[src/rtl/prince_bwd_rounds.sv]
// PRINCE backward half: rounds 6..10 applied iteratively, one per clock, then
// RC11 ^ k1 whitening. Valid/ready on both sides; no overlap between blocks.

module prince_sinv_nib (
    input  logic [3:0] x,
    output logic [3:0] y
);
    always_comb begin
        case (x)
            4'h0: y = 4'hb;  4'h1: y = 4'h7;  4'h2: y = 4'h3;  4'h3: y = 4'h2;
            4'h4: y = 4'hf;  4'h5: y = 4'hd;  4'h6: y = 4'h8;  4'h7: y = 4'h9;
            4'h8: y = 4'ha;  4'h9: y = 4'h6;  4'ha: y = 4'h4;  4'hb: y = 4'h0;
            4'hc: y = 4'h5;  4'hd: y = 4'he;  4'he: y = 4'hc;  default: y = 4'h1;
        endcase
    end
endmodule

module prince_bwd_rounds (
    input  logic        clk,
    input  logic        rst,
    input  logic        in_valid,
    output logic        in_ready,
    input  logic [63:0] data_in,
    input  logic [63:0] k1,
    output logic        out_valid,
    input  logic        out_ready,
    output logic [63:0] data_out
);
    localparam logic [63:0] RC6  = 64'h7ef84f78fd955cb1;
    localparam logic [63:0] RC7  = 64'h85840851f1ac43aa;
    localparam logic [63:0] RC8  = 64'hc882d32f25323c54;
    localparam logic [63:0] RC9  = 64'h64a51195e0e3610d;
    localparam logic [63:0] RC10 = 64'hd3b5a399ca0c2399;
    localparam logic [63:0] RC11 = 64'hc0ac29b7c97c50dd;

    // Nibble positions counted from the most significant nibble (AES-style grid).
    localparam int SR_INV [16] = '{0, 13, 10, 7, 4, 1, 14, 11, 8, 5, 2, 15, 12, 9, 6, 3};

    typedef enum logic [1:0] {IDLE, RUN, DONE} fsm_t;

    fsm_t             fsm_q, fsm_d;
    logic [63:0]      state_q, key_q;
    logic [2:0]       rnd_q;
    logic [63:0]      rc, t, u, v;
    logic [15:0][3:0] u_nib, v_nib;

    function automatic logic [63:0] inv_shift_rows(input logic [63:0] x);
        logic [15:0][3:0] xn, yn;
        xn = x;
        for (int i = 0; i < 16; i++)
            yn[15 - i] = xn[15 - SR_INV[i]];
        return yn;
    endfunction

    // M' = diag(M0^, M1^, M1^, M0^); each 4x4 sub-block M_i is identity with
    // bit i (MSB-first) removed, and block (a,b) uses M_{(a+b+off) mod 4}.
    function automatic logic [63:0] m_prime(input logic [63:0] x);
        logic [15:0][3:0] xn, yn;
        int sel;
        xn = x;
        yn = '0;
        for (int c = 0; c < 4; c++)
            for (int a = 0; a < 4; a++)
                for (int b = 0; b < 4; b++) begin
                    sel = (a + b + ((c == 1 || c == 2) ? 1 : 0)) % 4;
                    yn[15 - 4*c - a] ^= xn[15 - 4*c - b] & ~(4'b1000 >> sel);
                end
        return yn;
    endfunction

    always_comb begin
        case (rnd_q)
            3'd0:    rc = RC6;
            3'd1:    rc = RC7;
            3'd2:    rc = RC8;
            3'd3:    rc = RC9;
            3'd4:    rc = RC10;
            default: rc = '0;
        endcase
    end

    assign t     = state_q ^ key_q ^ rc;
    assign u     = m_prime(inv_shift_rows(t));
    assign u_nib = u;

    for (genvar n = 0; n < 16; n++) begin : g_sinv
        prince_sinv_nib u_sinv (.x(u_nib[n]), .y(v_nib[n]));
    end
    assign v = v_nib;

    always_comb begin
        fsm_d = fsm_q;
        case (fsm_q)
            IDLE:    if (in_valid)      fsm_d = RUN;
            RUN:     if (rnd_q == 3'd4) fsm_d = DONE;
            DONE:    if (out_ready)     fsm_d = IDLE;
            default:                    fsm_d = IDLE;
        endcase
    end

    always_ff @(posedge clk or posedge rst) begin
        if (rst) begin
            fsm_q   <= IDLE;
            state_q <= '0;
            key_q   <= '0;
            rnd_q   <= '0;
        end else begin
            fsm_q <= fsm_d;
            case (fsm_q)
                IDLE: if (in_valid) begin
                    state_q <= data_in;
                    key_q   <= k1;
                    rnd_q   <= '0;
                end
                RUN: begin
                    state_q <= v;
                    rnd_q   <= (rnd_q == 3'd4) ? 3'd0 : rnd_q + 3'd1;
                end
                default: ;
            endcase
        end
    end

    // Outputs decode registered state only, so reset clears them immediately.
    assign in_ready  = (fsm_q == IDLE);
    assign out_valid = (fsm_q == DONE);
    assign data_out  = out_valid ? (state_q ^ key_q ^ RC11) : '0;
endmodule
[config.mk]
export PLATFORM = sky130hd
export DESIGN_NAME = prince_bwd_rounds
export DESIGN_NICKNAME = d
export VERILOG_FILES = /design/src/rtl/prince_bwd_rounds.sv
export SDC_FILE = /design/constraint.sdc
export NUM_CORES = 1
export LEC_CHECK = 0
export CAP_MARGIN = 25
export CORE_MARGIN = 2
export CORE_UTILIZATION = 41
export CTS_CLUSTER_DIAMETER = 30
export CTS_CLUSTER_SIZE = 25
export DETAILED_ROUTE_END_ITERATION = 6
export GPL_TIMING_DRIVEN = 1
export PLACE_DENSITY = 0.65
export SLEW_MARGIN = 20
export SYNTH_ARGS = -nofsm -noshare
export SYNTH_HDL_FRONTEND = slang
export SYNTH_SLANG_ARGS = --single-unit
[constraint.sdc]
create_clock -name clk -period 15.1 [get_ports clk]
set_input_delay 3.775 -clock clk [delete_from_list [all_inputs] [get_ports clk]]
set_output_delay 3.775 -clock clk [all_outputs]
set_load 0.005 [all_outputs]
# After elaboration in Yosys (flattened, before gate mapping)
# Memories as Yosys holds them, arrays and structs flattened.
# Index checks and enable logic that the tools add are counted.
dict set report totals {
  regBits 133
  latch_bits 0
  ram_bits 0
  rom_bits 1024
  in_bits 132
  output_inout_bits 66
  memories 16
}
dict set report classes {
  addsub 1
  mul 0
  n_div 0
  n_lt_le_gt_ge 0
  eq_ne 9
  shift 0
  n_mux 11
  bitwise_logic 51
  n_reduce_logical 6
}
# memory words word_bits read_ports rd_ports_with_merged_regs wr line
set memory_table {}
lappend memory_table {{(no name shown)} 16 4 1 0 0 9} ;# case (x)
lappend memory_table {{(no name shown)} 16 4 1 0 0 9}
lappend memory_table {{(no name shown)} 16 4 1 0 0 9}
lappend memory_table {{(no name shown)} 16 4 1 0 0 9}
lappend memory_table {{(no name shown)} 16 4 1 0 0 9}
lappend memory_table {{(no name shown)} 16 4 1 0 0 9}
lappend memory_table {{+10 memories} n/a n/a n/a n/a n/a n/a}
# operator count
set op_table {}
lappend op_table {{$pmux W64 S5} 1}
lappend op_table {{$mux W64} 2}
lappend op_table {{$pmux W64 S2} 1}
lappend op_table {{$xor A4 B4 Y4} 32}
lappend op_table {{$xor A64 B64 Y64} 2}
lappend op_table {{$xor A4 B3 Y4} 12}
lappend op_table {{$not A32 Y32} 1}
lappend op_table {{$xor A3 B4 Y4} 4}
lappend op_table {{$eq A3 B2 Y1 const B} 2}
lappend op_table {{$mux W2} 3}
lappend op_table {{$mux W3} 2}
lappend op_table {{$pmux W2 S3} 1}
lappend op_table {{$pmux W3 S2} 1}
lappend op_table {{$ne A2 B2 Y1 const B} 2}
lappend op_table {{$reduce_and A2 Y1} 2}
lappend op_table {{$add A3 B1 Y3 const B} 1}
lappend op_table {{$eq A3 B1 Y1 const B} 1}
lappend op_table {{$eq A3 B3 Y1 const B} 1}
lappend op_table {{$logic_not A3 Y1} 1}
lappend op_table {{$reduce_and A3 Y1} 1}
lappend op_table {{$eq A2 B1 Y1 const B} 1}
lappend op_table {{$eq A2 B2 Y1 const B} 1}
lappend op_table {{$logic_not A2 Y1} 1}
lappend op_table {{$ne A2 B1 Y1 const B} 1}
lappend op_table {{$reduce_bool A2 Y1} 1}

# Logic depth before layout (Yosys ltp)
# Gate-level depths: netlist of the first run.
# An unclocked memory read counts as a cell.
dict set report depth {
  word_depth 8
  depth_mapped 16
}

# Hierarchy
# Synthesis of the first run repeated with hierarchy kept, for this count alone.
dict set report hier_totals {
  cells_unflattened 1117
  hier_area_um2 11088.1
}
# mod instances cells_per_inst area_each_um2
set modules_own_cells {}
lappend modules_own_cells {prince_bwd_rounds 1 829 8665.8}
lappend modules_own_cells {prince_sinv_nib 16 18 151.4}

# Least setup slack after synthesis of the first run
# Ideal clock, no wire load.
dict set report synth_timing {
  path_kind {flip-flop to output port}
  startpoint {register fsm_q[1]}
  endpoint {output port data_out[21]}
  t_arrival_ps 1252
  path_slack_ps 10073
  stages_incl_launch_ff 6
  n_path_buf 3
  cell_sequence {dfrtp_1 -> nand2b_1 -> clkbuf_1 -> clkbuf_1 -> clkbuf_1 -> nor2_1}
}
dict set report synth_via {
  elab_chain_len 2
}
# item line
set synth_rtl {}
lappend synth_rtl {{start: declaration} 41} ;# fsm_t fsm_q, fsm_d;
lappend synth_rtl {{start signal: assignment} 108} ;# fsm_q <= fsm_d;
lappend synth_rtl {{$eq A2 B2 Y1} 126} ;# assign out_valid = (fsm_q == DONE);
lappend synth_rtl {{$mux W64} 127} ;# assign data_out = out_valid ? (state_q ^ key_q ^ RC11) : '0;
lappend synth_rtl {{end: declaration} 27} ;# output logic [63:0] data_out
# No other way between the ends.

# Worst setup path after layout of the first run
dict set report layout_timing {
  startpoint {register fsm_q[1]}
  endpoint {output port data_out[45]}
}
# Same word-level chain as after synthesis.

==> results.py, run 1 <==
metrics = {
    "critical_path": {
        "critPathKind": "flip-flop to output pin",
        "critPathLaunchType": "flip-flop",
        "critPathRequiredTime_ns": 11.32,
        "cp-startpoint": "fsm_q[1]$_DFFE_PP0P_",
        "r2r_start": "rnd_q[0]$_DFFE_PP0P_",
        "critPathCaptureType": "output pin",
        "cp_max_fo": 50,
        "arrival_ns": 2.85,
    },
    "yosys": {
        "netlist_instances": 1219,
        "synthTopCellsByArea": "dfrtp_1 32%, xnor2_1 12%, nand2_1 11%, xor2_1 5.7%, nor2_1 3.7%",
        "ys_types": 75,
        "async_flop_share": 1.000,
        "synth_fp_nets": 1374,
        "synth.most_common_cell": "nand2_1",
        "synth_area_leader_cell": "dfrtp_1",
        "synth_ff_type": "dfrtp_1",
        "ys_seq_area_frac": 0.3183,
        "synthTopCellsByCount": "304 x nand2_1, 143 x xnor2_1, 133 x dfrtp_1, 104 x nor2_1, 68 x xor2_1",
        "synth_edf_count": 0,
        "synth_area_sq_um": 10460,
        "ys_ff_latch": 133,
        "synth_top_area_share": 0.3183,
        "synth-warning-count": 0,
        "synth.avg_cell_area_sq_um": 8.577,
    },
    "floorplan": {
        "die-area_sq_um": 26790,
        "boundaryPins": 198,
        "fp-row-count": 58,
        "dieWidth_um": 163.7,
        "core_area_sq_um": 25110,
        "initial_core_util": 0.4164,
        "fp.dieH_um": 163.7,
    },
    "hold_path": {
        "min_from": "key_q[41]$_DFFE_PP0P_",
        "hp-class": "flip-flop to flip-flop",
    },
    "grt": {
        "grtUsageMet3": 0.03301,
        "grt_pass1_vias": 8693,
        "gr-max-usage-layer": "met2",
        "grt_pass1_wl_um": 48620,
        "grtUsageTotal": 0.2382,
        "use_met2": 0.3772,
        "grt_overflow": 0,
        "antenna_found_initial": 0,
        "grt_max_degree": 69,
        "grt.met1_usage": 0.3348,
    },
    "clock_network": {
        "postCtsSetupBuffers": 0,
        "hold_buffers": 0,
        "cts_made_buffers": 17,
        "cts_max_level": 4,
        "clock-root-buffer": "clkbuf_16",
        "clock-sinks": 133,
        "cts.repair.resized": 0,
        "clkTransAtPathRegs_ns": 0.07,
        "clk_latency_ns": 0.44,
        "clockBufferDepth": 2,
        "cts_tree": "done",
    },
    "sta": {
        "finalCriticalPeriod_ns": 6.629,
        "finalHoldViolCount": 0,
        "fin_skew_ns": 0.01278,
        "finalMaxSlewViolations": 0,
        "worst_slew_pin_slew_ns": 0.9119,
        "tns_ns": 0,
        "relSlewSlack": 0.3877,
        "timing.fmax_mhz": 150.9,
        "grt_setup_unrepaired": "no",
        "setup_viol_count_final": 0,
        "period_share": 0.4390,
    },
    "final_layout": {
        "layout-drive-gt1-share": 0.07148,
        "diodes": 0,
        "stdcell_count": 1729,
        "nFillCells": 2376,
        "syn_to_final_growth_pct": 27.51,
        "nets": 1542,
    },
    "drt": {
        "wl_um": 31520,
        "vias": 9069,
        "routedWlPerCell_um": 18.23,
        "drc": 0,
        "drt_iter0_drc": 651,
        "ant_nets": 0,
        "via_per_inst": 5.245,
        "drt-pass1-iter-count": 7,
    },
    "flow_run": {
        "maxCapViolCount": 0,
    },
    "place": {
        "hpwlAfterDp_um": 23270,
        "place.gp.congestion": 0.8693,
        "dp.cells": 1697,
        "io_buffers": 197,
    },
    "run_status": {
        "status": "finished clean",
    },
}
per-layer routing:
layer / part of all wire / wire (um)
met5: 0 / 0
met4: 0.027 / 851
met3: 0.053 / 1663
met2: 0.46 / 14380
met1: 0.46 / 14630
worst max-delay path, stage by stage (launching register included):
cell and delay (ns):
dfrtp_1 0.44, nand2b_2 0.09, buf_4 0.51, inv_1 0.56, and2_1 0.34, clkdlybuf4s50_1 0.45
registers in the layout, summed over array words and instances, names as in the netlist:
register / cells
key_q: 64
state_q: 64
rnd_q: 3
fsm_q: 2
final cells by class:
| class | instances | area (sq um) | area share |
|---|---|---|---|
| clock buffer | 20 | 466.7 | 0.03501 |
| sequential | 133 | 3328 | 0.2496 |
| timing repair buffer | 206 | 2067 | 0.1550 |
| tap | 330 | 412.9 | 0.03097 |
| inverter | 24 | 92.59 | 0.006945 |
| clock inverter | 11 | 172.7 | 0.01295 |
| multi-input combinational | 1005 | 6792 | 0.5094 |
cell usage in the layout, fill, tap and decap left out, drive strengths merged, types with 11 or more instances in the layout:
master         instances
clkbuf                20
ha                    23
nor3                  19
nand3                 11
xor2                  78
a21oi                 33
nand2b                17
mux2i                 31
o21ai                 46
a31oi                 21
nand2                305
and2                  18
clkdlybuf4s50        197
xnor2                163
inv                   26
dfrtp                133
o211ai                16
nor2                 107
a211oi                12
path summary, 6_finish.rpt:
check,endpoint,slack [ns],cells past startpoint
worst max register to register,state_q[47]$_DFFE_PP0P_,10.69,12
worst min register to register,key_q[41]$_DFFE_PP0P_,0.49,2
worst max-delay path,data_out[45],8.47,5
max in group asynchronous,state_q[61]$_DFFE_PP0P_,10.36,3
worst min-delay path,key_q[41]$_DFFE_PP0P_,0.49,2
min in group asynchronous,key_q[4]$_DFFE_PP0P_,3.68,2
stage by stage:
step	instance area, sq um	worst slack (ns)	utilization	hold slack (ns)
after global placement	12650	8.955	0.5038	0.4789
after floorplan	10460	7.771	-	0.4655
final	13330	8.471	0.5309	0.4928
after CTS	13320	8.474	0.5303	0.5002
after detailed placement	12680	8.915	0.5049	0.4838
after global routing	13330	8.335	0.5309	0.5194
cell families (layout without fill, tap and decap cells):
| logic type | count (synthesis) | in the layout | share of synthesized area |
|---|---|---|---|
| xor+xnor | 250 | 250 | 0.2517 |
| buf+inv | 81 | 261 | 0.03422 |
| simple gates | 506 | 506 | 0.2050 |
| flops | 133 | 133 | 0.3183 |
| compound gates | 192 | 192 | 0.1264 |
| mux | 34 | 34 | 0.03686 |
| fa+ha+maj | 23 | 23 | 0.02753 |
Power of run 1 is not shown: default switching activity piles up to over one toggle a cycle in this logic, so the estimate is an artifact.
==> inputs of run 2 (changes only) <==
--- a/config.mk
+++ b/config.mk
@@ -12,7 +12,7 @@
 export CTS_CLUSTER_SIZE = 25
 export DETAILED_ROUTE_END_ITERATION = 6
 export GPL_TIMING_DRIVEN = 1
-export PLACE_DENSITY = 0.65
+export PLACE_DENSITY = 0.68
 export SLEW_MARGIN = 20
 export SYNTH_ARGS = -nofsm -noshare
 export SYNTH_HDL_FRONTEND = slang
==> constraint.sdc (replaced) <==
create_clock -name clk -period 5.65 [get_ports clk]
set_input_delay 1.4125 -clock clk [delete_from_list [all_inputs] [get_ports clk]]
set_output_delay 1.4125 -clock clk [all_outputs]
set_load 0.005 [all_outputs]
==> run 2 against run 1 <==
Effect of this change: via count up 0.40%; largest cell class unchanged; flip-flop and latch count stayed put; register-to-register slack worse by 9.2 ns; sequential share of layout area increased by 0.082 points; core utilization fell by 0.17 points; clock skew shrank 0.0017 ns; first-iteration DRC count fell by 3.8%; highest routed layer unchanged; count of clock-buffer cells in the layout stayed put.
==> results.py, run 2 (synthesized netlist as in run 1, its figures left out) <==
metrics = {
    "run_status": {
        "status": "finished clean",
    },
    "grt": {
        "grt_pass1_wl_um": 47510,
        "grt_overflow": 0,
        "grtUsageTotal": 0.2323,
        "grt_pass1_vias": 8739,
        "grt_max_degree": 80,
        "antenna_found_initial": 0,
    },
    "floorplan": {
        "core_area_sq_um": 25110,
        "fp.dieH_um": 163.7,
        "dieWidth_um": 163.7,
        "die-area_sq_um": 26790,
        "fp-row-count": 58,
        "boundaryPins": 198,
        "initial_core_util": 0.4164,
    },
    "drt": {
        "drt-pass1-iter-count": 5,
        "wl_met1_um": 13870,
        "drt_iter0_drc": 626,
        "routed.top_layer": "met4",
        "drc": 0,
        "vias": 9105,
        "via_per_inst": 5.263,
        "wl_um": 30960,
        "met3_length_um": 2018,
        "routedWlPerCell_um": 17.90,
        "wl_met2_um": 14540,
        "ant_nets": 0,
    },
    "clock_network": {
        "cts_made_buffers": 17,
        "cts.repair.resized": 0,
        "clk_latency_ns": 0.43,
        "clockBufferDepth": 2,
        "hold_buffers": 0,
        "cts_max_level": 4,
        "clock-sinks": 133,
        "clock-root-buffer": "clkbuf_16",
        "cts_tree": "done",
        "clkTransAtPathRegs_ns": 0.06,
        "postCtsSetupBuffers": 0,
    },
    "final_layout": {
        "final_common_cell": "nand2_1",
        "top_regs": "key_q: 64 flops, state_q: 64 flops, rnd_q: 3 flops",
        "final_cell_mix": "303 x nand2_1, 197 x clkdlybuf4s50_1, 143 x xnor2_1, 133 x dfrtp_1, 104 x nor2_1",
        "syn_to_final_growth_pct": 27.09,
        "layout-drive-gt1-share": 0.07214,
        "nets": 1543,
        "stdcell_count": 1730,
        "diodes": 0,
    },
    "sta": {
        "finalHoldViolCount": 0,
        "finalCriticalPeriod_ns": 4.199,
        "timing.fmax_mhz": 238.1,
        "worst_slew_pin_slew_ns": 0.8981,
        "tns_ns": 0,
        "period_share": 0.7432,
        "grt_setup_unrepaired": "no",
        "setup_viol_count_final": 0,
        "finalMaxSlewViolations": 0,
        "fin_skew_ns": 0.01104,
        "relSlewSlack": 0.4013,
    },
    "critical_path": {
        "critPathCaptureType": "flip-flop",
        "cp_max_fo": 19,
        "path_cells": "inv_1 -> ha_1 -> nand2_1 -> xnor2_1 -> xor3_1 -> xnor2_1 -> ha_1 -> nor2_1 -> a21oi_1 -> a211oi_1 -> a31oi_1",
        "critPathKind": "flip-flop to flip-flop",
        "slowest_delay_ns": 0.77,
        "critPathRequiredTime_ns": 5.94,
        "crit_family": "XOR/XNOR gates",
        "crit_slowest_cell": "ha_1",
        "arrival_ns": 4.49,
        "path_buf_inv": 1,
        "critPathLaunchType": "flip-flop",
        "reg2reg_slack_ns": 1.45,
    },
    "place": {
        "io_buffers": 197,
        "dp.cells": 1698,
        "hpwlAfterDp_um": 23610,
        "place.gp.congestion": 0.9489,
    },
    "hold_path": {
        "hp-class": "flip-flop to flip-flop",
    },
    "flow_run": {
        "maxCapViolCount": 0,
    },
}
[run 2: layout make-up]
| type | count | area, sq um |
|---|---|---|
| sequential | 133 | 3328 |
| clock buffer | 20 | 466.7 |
| tap | 330 | 412.9 |
| fill | 2367 | 11820 |
| inverter | 24 | 95.09 |
| timing repair buffer | 207 | 2067 |
| multi-input combinational | 1005 | 6792 |
| clock inverter | 11 | 126.4 |
[run 2: final timing paths]
check	start	endpoint	cells after the start
setup reg to reg	rnd_q[0]$_DFFE_PP0P_	state_q[2]$_DFFE_PP0P_	11
setup / recovery	rnd_q[0]$_DFFE_PP0P_	state_q[2]$_DFFE_PP0P_	11
min in group asynchronous	rst	key_q[5]$_DFFE_PP0P_	2
max in group asynchronous	rst	state_q[53]$_DFFE_PP0P_	3
hold / removal	key_q[48]$_DFFE_PP0P_	key_q[48]$_DFFE_PP0P_	2
hold reg to reg	key_q[48]$_DFFE_PP0P_	key_q[48]$_DFFE_PP0P_	2
[run 2: worst min-delay path, delay by kind of cell, from the launching register on]
family / cells / cell delay, ns
flip-flops: 1 / 0.36
AND/OR/NAND/NOR: 2 / 0.11
[run 2: metrics by stage]
| stage | worst slack [ns] | util | hold WS [ns] | area (sq um) |
|---|---|---|---|---|
| 6_report | 1.451 | 0.5292 | 0.4978 | 13290 |
| 3_3_place_gp | 1.696 | 0.5049 | 0.4798 | 12680 |
| 3_5_place_dp | 1.533 | 0.5049 | 0.4838 | 12680 |
| 2_1_floorplan | 0.6831 | - | 0.4655 | 10460 |
| 4_1_cts | 1.539 | 0.5285 | 0.4991 | 13270 |
| 5_1_grt | 1.147 | 0.5292 | 0.5084 | 13290 |
[run 2: routing by layer]
layer,up-vias,GRT usage
li1,4396,-
met2,305,0.3753
met5,-,0
met4,0,0.05861
met3,35,0.03733
met1,4369,0.3247
Power of run 2 is left out for the same reason.
==> inputs of run 3 (changes only) <==
==> constraint.sdc (replaced) <==
create_clock -name clk -period 3.4 [get_ports clk]
set_input_delay 0.85 -clock clk [delete_from_list [all_inputs] [get_ports clk]]
set_output_delay 0.85 -clock clk [all_outputs]
set_load 0.005 [all_outputs]
==> run 3 against run 2 <==
Effect of this change: design area up 4.2%; global-route usage increased by 0.90 points; flip-flop and latch count stayed put; wire length is 3.4% higher; fmax increased by 29%; non-clock buffer count increased by 55; worst hold slack got worse by 0.0032 ns; first-iteration DRC count increased by 2.7%; die area stayed put; final cell count is 3.2% higher; via count is 1.8% higher; critical path type unchanged; critical endpoint is now state_q[42]$_DFFE_PP0P_; highest routed layer unchanged.
==> results.py, run 3 (synthesized netlist as in run 1, its figures left out) <==
metrics = {
    "critical_path": {
        "critPathLaunchType": "flip-flop",
        "arrival_ns": 3.56,
        "slowest_delay_ns": 0.41,
        "path_cells": "ha_1 -> ha_2 -> nand2b_1 -> o211ai_4 -> xnor2_2 -> xnor2_2 -> xor2_2 -> inv_2 -> ha_1 -> nand2_1 -> o21ai_0 -> a211oi_1 -> a31oi_1",
        "rr_worst_depth": 13,
        "critPathKind": "flip-flop to flip-flop",
        "crit_slowest_cell": "dfrtp_1",
        "critPathCaptureType": "flip-flop",
        "cp_max_fo": 8,
        "critPathRequiredTime_ns": 3.71,
    },
    "final_layout": {
        "nFillCells": 2374,
        "final_common_cell": "nand2_1",
        "syn_to_final_growth_pct": 32.37,
        "layout-drive-gt1-share": 0.1181,
        "nets": 1598,
        "stdcell_count": 1786,
        "register_area_sq_um": 3328,
        "diodes": 0,
        "multiInputGateArea_sq_um": 6884,
        "top_regs": "key_q: 64 flops, state_q: 64 flops, rnd_q: 3 flops",
        "final_cell_mix": "303 x nand2_1, 197 x clkdlybuf4s50_1, 138 x xnor2_1, 133 x dfrtp_1, 104 x nor2_1",
    },
    "grt": {
        "grt_overflow": 0,
        "grt_pass1_vias": 8970,
        "grtUsageMet3": 0.04622,
        "gr-max-usage-layer": "met2",
        "grt_max_degree": 134,
        "grt.met1_usage": 0.3346,
        "antenna_found_initial": 0,
        "grt_pass1_wl_um": 49380,
        "use_met2": 0.3898,
        "grtUsageTotal": 0.2413,
    },
    "place": {
        "place.gp.congestion": 0.9008,
        "hpwlAfterDp_um": 24300,
        "io_buffers": 197,
        "dp.cells": 1754,
        "dp_slack_ns": 0.05434,
    },
    "sta": {
        "finalMaxSlewViolations": 0,
        "grt_setup_unrepaired": "yes",
        "fin_skew_ns": 0.01457,
        "finalCriticalPeriod_ns": 3.250,
        "worst_slew_pin_slew_ns": 1.027,
        "period_share": 0.9559,
        "timing.fmax_mhz": 307.7,
        "relSlewSlack": 0.3156,
        "whs_ns": 0.4946,
        "finalHoldViolCount": 0,
        "setup_slack_ns": 0.1501,
        "setup_viol_count_final": 0,
    },
    "floorplan": {
        "boundaryPins": 198,
        "initial_core_util": 0.4164,
        "core_area_sq_um": 25110,
        "fp-row-count": 58,
        "dieWidth_um": 163.7,
        "fp.dieH_um": 163.7,
        "die-area_sq_um": 26790,
    },
    "clock_network": {
        "postCtsSetupBuffers": 0,
        "clkTransAtPathRegs_ns": 0.07,
        "clk_latency_ns": 0.44,
        "clock-root-buffer": "clkbuf_16",
        "cts_made_buffers": 17,
        "clock-sinks": 133,
        "cts_tree": "done",
        "cts_max_level": 4,
        "clockBufferDepth": 2,
    },
    "drt": {
        "ant_nets": 0,
        "drt-pass1-iter-count": 5,
        "drc": 0,
        "drt_iter0_drc": 643,
        "wl_um": 32020,
        "routedWlPerCell_um": 17.93,
        "vias": 9268,
        "via_per_inst": 5.189,
    },
    "hold_path": {
        "hp-class": "flip-flop to flip-flop",
        "hold_depth": 2,
    },
    "flow_run": {
        "maxCapViolCount": 0,
    },
    "run_status": {
        "status": "finished clean",
    },
}
[run 3: cell types whose count changed in the layout (fill, tap and decap cells not counted)]
cell,before,now
xor2_2,8,14
inv_6,2,0
xnor2_2,14,19
clkinv_2,1,5
buf_12,1,6
xor2_1,68,62
ha_2,0,4
clkbuf_8,3,2
xnor2_1,143,138
clkinv_4,0,2
buf_4,8,59
buf_8,1,0
clkinvlp_4,7,5
ha_1,23,19
[run 3: cell type report]
type,count,share of cell area
clock buffers,19,0.03273
clock inverters,13,0.009583
inverters,24,0.006781
multi-input cells,1005,0.4974
flip-flops and latches,133,0.2405
well taps,330,0.02983
repair buffers,262,0.1832
[run 3: metal layers]
| metal | routed length (um) | vias to the layer above |
|---|---|---|
| met5 | 0 | - |
| met4 | 459 | 0 |
| met3 | 1915 | 28 |
| met2 | 14940 | 308 |
| met1 | 14700 | 4438 |
| li1 | - | 4494 |
[run 3: worst max-delay path: cells and delay by family (launching register included)]
kind	cells	cell delay [ns]
AO/OA/AOI/OAI	4	0.78
XOR/XNOR	3	0.66
adder cells (fa/ha/maj)	3	0.95
buffers and inverters	1	0.07
flip-flops	1	0.41
AND/OR/NAND/NOR	2	0.24
[run 3: stage by stage]
stage                 util  instance area, sq um  setup TNS (ns)
finish              0.5512                 13840               0
global route        0.5512                 13840         -0.1070
CTS                 0.5475                 13750               0
detailed placement  0.5242                 13160               0
global placement    0.5242                 13160               0
floorplan                -                 10460               0
[run 3: path summary, 6_finish.rpt]
| path | startpoint | end | slack (ns) |
|---|---|---|---|
| setup / recovery | rnd_q[1]$_DFFE_PP0P_ | state_q[42]$_DFFE_PP0P_ | 0.15 |
| hold / removal | key_q[31]$_DFFE_PP0P_ | key_q[31]$_DFFE_PP0P_ | 0.49 |
| setup reg to reg | rnd_q[1]$_DFFE_PP0P_ | state_q[42]$_DFFE_PP0P_ | 0.15 |
| hold reg to reg | key_q[31]$_DFFE_PP0P_ | key_q[31]$_DFFE_PP0P_ | 0.49 |
| max in group asynchronous | rst | state_q[60]$_DFFE_PP0P_ | 1.86 |
| min in group asynchronous | rst | state_q[17]$_DFFE_PP0P_ | 0.99 |
[run 3: repair_timing]
item,CTS,global route
setup endpoints to repair,0,34
hold buffers,0,0
gates resized for setup,0,15
Power of run 3 is left out for the same reason.
